## config.mk

```make
export PLATFORM = sky130hd
export DESIGN_NAME = csr_rmw_ctrl
export DESIGN_NICKNAME = d
export VERILOG_FILES = /design/src/rtl/csr_rmw_ctrl.sv
export SDC_FILE = /design/constraint.sdc
export NUM_CORES = 1
export LEC_CHECK = 0
export CAP_MARGIN = 25
export CORE_UTILIZATION = 29
export CTS_BUF_LIST = sky130_fd_sc_hd__clkbuf_4 sky130_fd_sc_hd__clkbuf_8
export DETAILED_ROUTE_END_ITERATION = 10
export GPL_TIMING_DRIVEN = 0
export MAX_ROUTING_LAYER = met4
export PLACE_DENSITY_LB_ADDON = 0.08
export SLEW_MARGIN = 20
export SYNTH_ARGS = -nofsm -noshare
export SYNTH_HDL_FRONTEND = slang
export SYNTH_SLANG_ARGS = --single-unit
export TNS_END_PERCENT = 30
```

## constraint.sdc

```tcl
create_clock -name clk_i -period 4 [get_ports clk_i]
set_input_delay 0.4 -clock clk_i [delete_from_list [all_inputs] [get_ports clk_i]]
set_output_delay 0.4 -clock clk_i [all_outputs]
set_load 0.005 [all_outputs]
```

## src/rtl/csr_rmw_ctrl.sv

```systemverilog
// CSR read-modify-write sequencer: reads the target CSR, applies the RW/RS/RC update,
// issues at most one write strobe and returns the old value (or an illegal flag).
module csr_rmw_ctrl #(
  parameter int XLEN = 64,
  parameter int AW   = 12
) (
  input  logic            clk_i,
  input  logic            rst_n_i,
  input  logic            req_valid_i,
  output logic            req_ready_o,
  input  logic [2:0]      req_op_i,
  input  logic [AW-1:0]   req_addr_i,
  input  logic [XLEN-1:0] req_rs1_data_i,
  input  logic [4:0]      req_rs1_idx_i,
  output logic [AW-1:0]   csr_addr_o,
  input  logic [XLEN-1:0] csr_rdata_i,
  output logic            csr_wr_en_o,
  output logic [XLEN-1:0] csr_wdata_o,
  output logic            rsp_valid_o,
  input  logic            rsp_ready_i,
  output logic [XLEN-1:0] rsp_rdata_o,
  output logic            rsp_illegal_o
);

  typedef enum logic [1:0] {
    IDLE  = 2'd0,
    READ  = 2'd1,
    WRITE = 2'd2,
    RESP  = 2'd3
  } state_t;

  state_t          state_reg, state_next;
  logic            ready_reg;
  logic [2:0]      op_reg;
  logic [AW-1:0]   addr_reg;
  logic [XLEN-1:0] rs1_data_reg;
  logic [4:0]      rs1_idx_reg;
  logic [XLEN-1:0] old_reg;
  logic [XLEN-1:0] wdata_reg;
  logic            illegal_reg;

  logic            accept;
  logic            req_legal;
  logic            write_intent;
  logic            read_only;
  logic [XLEN-1:0] src;
  logic [XLEN-1:0] new_val;

  assign accept       = req_valid_i && ready_reg && (state_reg == IDLE);
  assign req_legal    = (req_op_i[1:0] != 2'b00);
  // op[2] selects the immediate forms, where the rs1 index doubles as uimm.
  assign src          = op_reg[2] ? {{(XLEN-5){1'b0}}, rs1_idx_reg} : rs1_data_reg;
  assign write_intent = (op_reg[1:0] == 2'b01) || (rs1_idx_reg != 5'd0);
  assign read_only    = (addr_reg[AW-1 -: 2] == 2'b11);

  always_comb begin
    case (op_reg[1:0])
      2'b10:   new_val = csr_rdata_i | src;
      2'b11:   new_val = csr_rdata_i & ~src;
      default: new_val = src;
    endcase
  end

  // Ready is registered so it stays low through reset and rises on the first edge after.
  always_ff @(posedge clk_i or negedge rst_n_i) begin
    if (!rst_n_i) begin
      state_reg <= IDLE;
      ready_reg <= 1'b0;
    end else begin
      state_reg <= state_next;
      ready_reg <= (state_next == IDLE);
    end
  end

  always_comb begin
    state_next = state_reg;
    case (state_reg)
      IDLE:    if (accept) state_next = req_legal ? READ : RESP;
      READ:    state_next = (write_intent && !read_only) ? WRITE : RESP;
      WRITE:   state_next = RESP;
      RESP:    if (rsp_ready_i) state_next = IDLE;
      default: state_next = IDLE;
    endcase
  end

  always_comb begin
    csr_wr_en_o = (state_reg == WRITE);
    rsp_valid_o = (state_reg == RESP);
  end

  always_ff @(posedge clk_i or negedge rst_n_i) begin
    if (!rst_n_i) begin
      op_reg       <= '0;
      addr_reg     <= '0;
      rs1_data_reg <= '0;
      rs1_idx_reg  <= '0;
      old_reg      <= '0;
      wdata_reg    <= '0;
      illegal_reg  <= 1'b0;
    end else if (accept) begin
      op_reg       <= req_op_i;
      addr_reg     <= req_addr_i;
      rs1_data_reg <= req_rs1_data_i;
      rs1_idx_reg  <= req_rs1_idx_i;
      illegal_reg  <= !req_legal;
      old_reg      <= '0;
    end else if (state_reg == READ) begin
      wdata_reg <= new_val;
      // A write to a read-only CSR faults and must not leak the old value.
      if (write_intent && read_only) begin
        illegal_reg <= 1'b1;
        old_reg     <= '0;
      end else begin
        old_reg <= csr_rdata_i;
      end
    end
  end

  assign req_ready_o   = ready_reg;
  assign csr_addr_o    = addr_reg;
  assign csr_wdata_o   = wdata_reg;
  assign rsp_rdata_o   = old_reg;
  assign rsp_illegal_o = illegal_reg;

endmodule

```

---- Word-level counts from Yosys, hierarchy flattened ----
Cells that the tools add are included.
word-level totals
  output and inout bits ................... 144
  flip-flop bits (word level) ............. 216
cells by class
  reduce and logical (&&, ||, !) cells .... 15
  equality and inequality tests ........... 7
  mux-type cells .......................... 13
  bitwise logic cells ..................... 4
operator list
  kind                  count
  $mux W64              4
  $pmux W64 S2          1
  $and A64 B64 Y64      1
  $not A64 Y64          1
  $or A64 B64 Y64       1
  $eq A2 B2 Y1 const B  5
  $pmux W2 S4           1
  $mux W2               3
  $reduce_bool A2 Y1    3
  $reduce_bool A5 Y1    1
  $eq A2 B1 Y1 const B  2
  $logic_and A1 B1 Y1   4
  $logic_not A2 Y1      2
  $mux W1               4
  $reduce_and A2 Y1     2
  $logic_not A1 Y1      2
  $logic_or A1 B1 Y1    1
  $not A1 Y1            1

---- Longest topological paths before layout ----
  depth after elaboration ................. 6
  depth in mapped cells ................... 7
  gate-level depth less buffers ........... 3

---- Worst setup path before layout ----
OpenSTA, ideal clock, no wires.
  path kind ............................... register to register
  start ................................... register state_reg[1]
  end ..................................... register rs1_data_reg[24]
  required time ........................... 3,875 ps
  setup time .............................. 125 ps
  stages on the path, launching flop included .. 7
  data arrival time ....................... 1,731 ps
  slack ................................... 2,145 ps
  clock period less this slack ............ 1,855 ps
  path through ............................ dfrtp_1 > clkbuf_1 > nor4bb_1 > clkbuf_1 > buf_2 > buf_2 > mux2_2
on the way
  longest elaborated chain between the ends .. 2
RTL lines
  item                      RTL line  RTL
  start: declaration        32        state_t state_reg, state_next;
  start signal: assignment  70        state_reg <= state_next;
  $logic_not A2 Y1          49        assign accept = req_valid_i && ready_reg && (state_reg == IDLE);
  $logic_and A1 B1 Y1       49
  end signal: assignment    103       rs1_data_reg <= req_rs1_data_i;
  end: declaration          36        logic [XLEN-1:0] rs1_data_reg;
Every way passes these cells.
A chain may end at the register's enable or synchronous reset.

---- Worst setup path in the final report ----
  start ................................... register state_reg[1]
  end ..................................... register rs1_data_reg[38]
Same word-level chain as after synthesis.

==> metrics.csv <==
stage,metric,value,unit
run_status,status,finished clean,
finish,multi_input_area,3930,um2
finish,final-seq-area,5410,um2
finish,syn_to_final_growth,46.6,%
setup_path,worstPathArrival,2.99,ns
clock_network,root_buffer,clkbuf_8,
drt,met2WireLength,15.2,mm
drt,route.met3.wl,2.35,mm
floorplan,die_h,185,um
floorplan,initial_utilization,0.296,
drt,dr.pass1.iters,5,
sta,max_freq,0.387,GHz
sta,hold_violations,0,
setup_path,reg2reg_depth,6,
finish,fillers,3158,
grt,overflow,0,
logic_synthesis,synth.area.top_cells,"dfrtp_1 (56%), mux2_2 (9.8%), a221o_2 (6.9%)",
logic_synthesis,syn_inst,786,
finish,layout.nets,1282,
grt,grt_start_max_net_pins,84,
logic_synthesis,syn_nets,938,
placement,detailed_place_hpwl,23.4,mm
sta,period_share,0.647,
clock_network,clock_path_buffers,3,
sta,slew_headroom,0.452,
floorplan,die_area,34100,um2
drt,drcViolationCount,0,
logic_synthesis,ys_ff_latch,216,
power_and_ir_drop,clkPwrFrac,0.220,
drt,via_count,7930,
clock_network,numCtsBuffers,43,
setup_path,cp.required,4.40,ns
logic_synthesis,synth_cell_types,31,
floorplan,rows,66,
setup_path,r2r_slack,1.41,ns
drt,wl_per_cell,20.8,um
setup_path,critical_path_class,register to register,
power_and_ir_drop,p_sw,3.56,mW
clock_network,numClockSinks,216,
placement,port-buffer-count,295,
grt,grt_pass1_vias,8093,
finish,drive_gt1_frac,0.208,
sta,rsz0062_at_grt,no,
power_and_ir_drop,leakage,6.39,nW
clock_network,cts_tree,yes,
drt,highest_layer,met4,
drt,drt_wl_total,33.4,mm
floorplan,die_x,185,um
clock_network,worstSkewPairLatency,0.54,ns
drt,ant_nets,0,
placement,gp_congestion,0.733,
power_and_ir_drop,powerDensity,760,nW/um2
clock_network,cts.htree.levels,2,
drt,avgViaCountPerCell,4.94,
power_and_ir_drop,power_frac_comb,0.421,
power_and_ir_drop,sw_frac_of_total,0.330,
finish,fin_area,14200,um2
setup_path,critPathCaptureType,register,
logic_synthesis,ys_seq_area_frac,0.559,
sta,worst_pin_slew,0.822,ns
drt,wl_met1,15.2,mm
sta,period_minus_slack,2.59,ns
sta,worst_clock_skew,0.0249,ns
drt,drt_iter0_drc,380,
flow_run,maxCapViolations,0,
clock_network,cts_resized,0,
floorplan,ioPinCount,296,
hold_path,hold_path_class,input pin to async pin,
grt,antenna_found_initial,3,
sta,drv_slew,0,
logic_synthesis,ys_warn_count,0,
placement,post_dp_cell_area,13200,um2
power_and_ir_drop,seq_power_share,0.359,
setup_path,cp_max_fo,10,
logic_synthesis,syn_area_per_cell,12.3,um2
power_and_ir_drop,internal_power,7.23,mW
sta,final-setup-viol-count,0,
sta,whs,0.406,ns
finish,fin_util,0.434,
clock_network,clkSlewWorstSetupHoldPaths,0.05,ns
logic_synthesis,netlist_area,9670,um2
logic_synthesis,synth.largest_area_cell,dfrtp_1,
floorplan,core,32700,um2
setup_path,start_kind,register,
power_and_ir_drop,vdd_drop_max,0.288,mV
grt,grt_first_pass_wirelength,50.4,mm
logic_synthesis,synth.top_cell.area_share,0.559,
grt,grt_usage,0.202,
clock_network,postCtsSetupBuffers,0,
clock_network,cts_hold_buf,1,
## synthesized netlist by cell type
cell and n:
buf_6 6, a221o_2 59, and3b_1 1, buf_1 12
nor4bb_1 1, nand2_1 70, nand3_1 1, nor2b_1 4
o311ai_0 1, o211ai_1 5, o31ai_1 1, and2_1 1
a221o_1 6, nand4_1 5, nor2_1 1, mux2i_1 5
and3_1 64, o21ai_0 1, a21o_1 59, a21oi_1 1
nand2b_1 61, mux2_2 84, clkbuf_1 47, dfrtp_1 216
a221oi_1 59, or2_2 1, or4_4 1, nor3_1 1
nor4_4 1, a21boi_0 1, buf_2 10
## cells by family (layout without fill, tap and decap cells)
kind of cell,count (synthesis),count (layout),synth area share
other,0,4,0
flip-flops,216,216,0.559
buffers and inverters,75,449,0.0350
AND/OR/NAND/NOR,213,213,0.122
AO/OA/AOI/OAI,193,193,0.181
multiplexers,89,89,0.103
## metal layers
layer  global-route usage  vias to the layer above
met4               0.0628                        0
met3               0.0482                       49
met5                    -                        -
li1                     -                     3652
met2                0.303                      277
met1                0.270                     3952
## placed cells by master (no fill, tap or decap), types with 2 or more instances in the layout
master / instances
clkdlybuf4s50_1: 294
o211ai_1: 5
dfrtp_1: 216
buf_16: 2
clkbuf_4: 15
nand4_1: 5
a221o_2: 59
buf_2: 10
clkinv_2: 2
nor2b_1: 4
mux2_2: 84
a21o_1: 59
mux2i_1: 5
buf_6: 7
clkbuf_1: 47
nand2b_1: 61
clkbuf_8: 57
a221oi_1: 59
a221o_1: 6
and3_1: 64
buf_1: 12
diode_2: 4
nand2_1: 70
## critical path, cell delays in order (launching register included)
cell and delay, ns:
dfrtp_1 0.35, clkbuf_1 0.18, nor4bb_1 0.32, clkbuf_1 0.50, buf_2 0.38, buf_2 0.34
mux2_2 0.37
## power by group through the flow
stage          combinational [mW]  clock [mW]  sequential, mW
2_1_floorplan                2.25           0            3.81
3_3_place_gp                 4.55           0            3.89
3_5_place_dp                 4.61           0            3.89
4_1_cts                      4.62        2.47            3.87
5_1_grt                      4.96        2.57            4.01
6_report                     4.54        2.37            3.87
## area by class of cell
type	count	share of cell area
sequential	216	0.381
clock inverter	3	0.00123
antenna	4	0.000706
multi-input combinational	495	0.277
buffer	75	0.0239
timing repair buffer	299	0.214
clock buffer	72	0.0632
tap	442	0.0390
## stage by stage
| stage | setup slack (ns) | setup TNS [ns] | cells | power [mW] |
|---|---|---|---|---|
| after CTS | 1.39 | 0 | 1601 | 11.0 |
| after global routing | 1.19 | 0 | 1605 | 11.5 |
| after global placement | -7.60 | -1633.71 | 1523 | 8.44 |
| after detailed placement | 1.14 | 0 | 1525 | 8.50 |
| after floorplan | 2.14 | 0 | 786 | 6.06 |
| final | 1.41 | 0 | 1606 | 10.8 |
## worst paths after layout
check,from,endpoint
worst max-delay path,state_reg[1],rs1_data_reg[38]
worst min-delay path,rst_n_i,rs1_data_reg[22]
worst max register to register,state_reg[1],rs1_data_reg[38]
worst min register to register,csr_wdata_o[22],csr_wdata_o[22]
max in group asynchronous,rst_n_i,rsp_rdata_o[45]
min in group clk_i,req_rs1_data_i[46],rs1_data_reg[46]
Note: power is estimated with default switching activity, not from simulation.
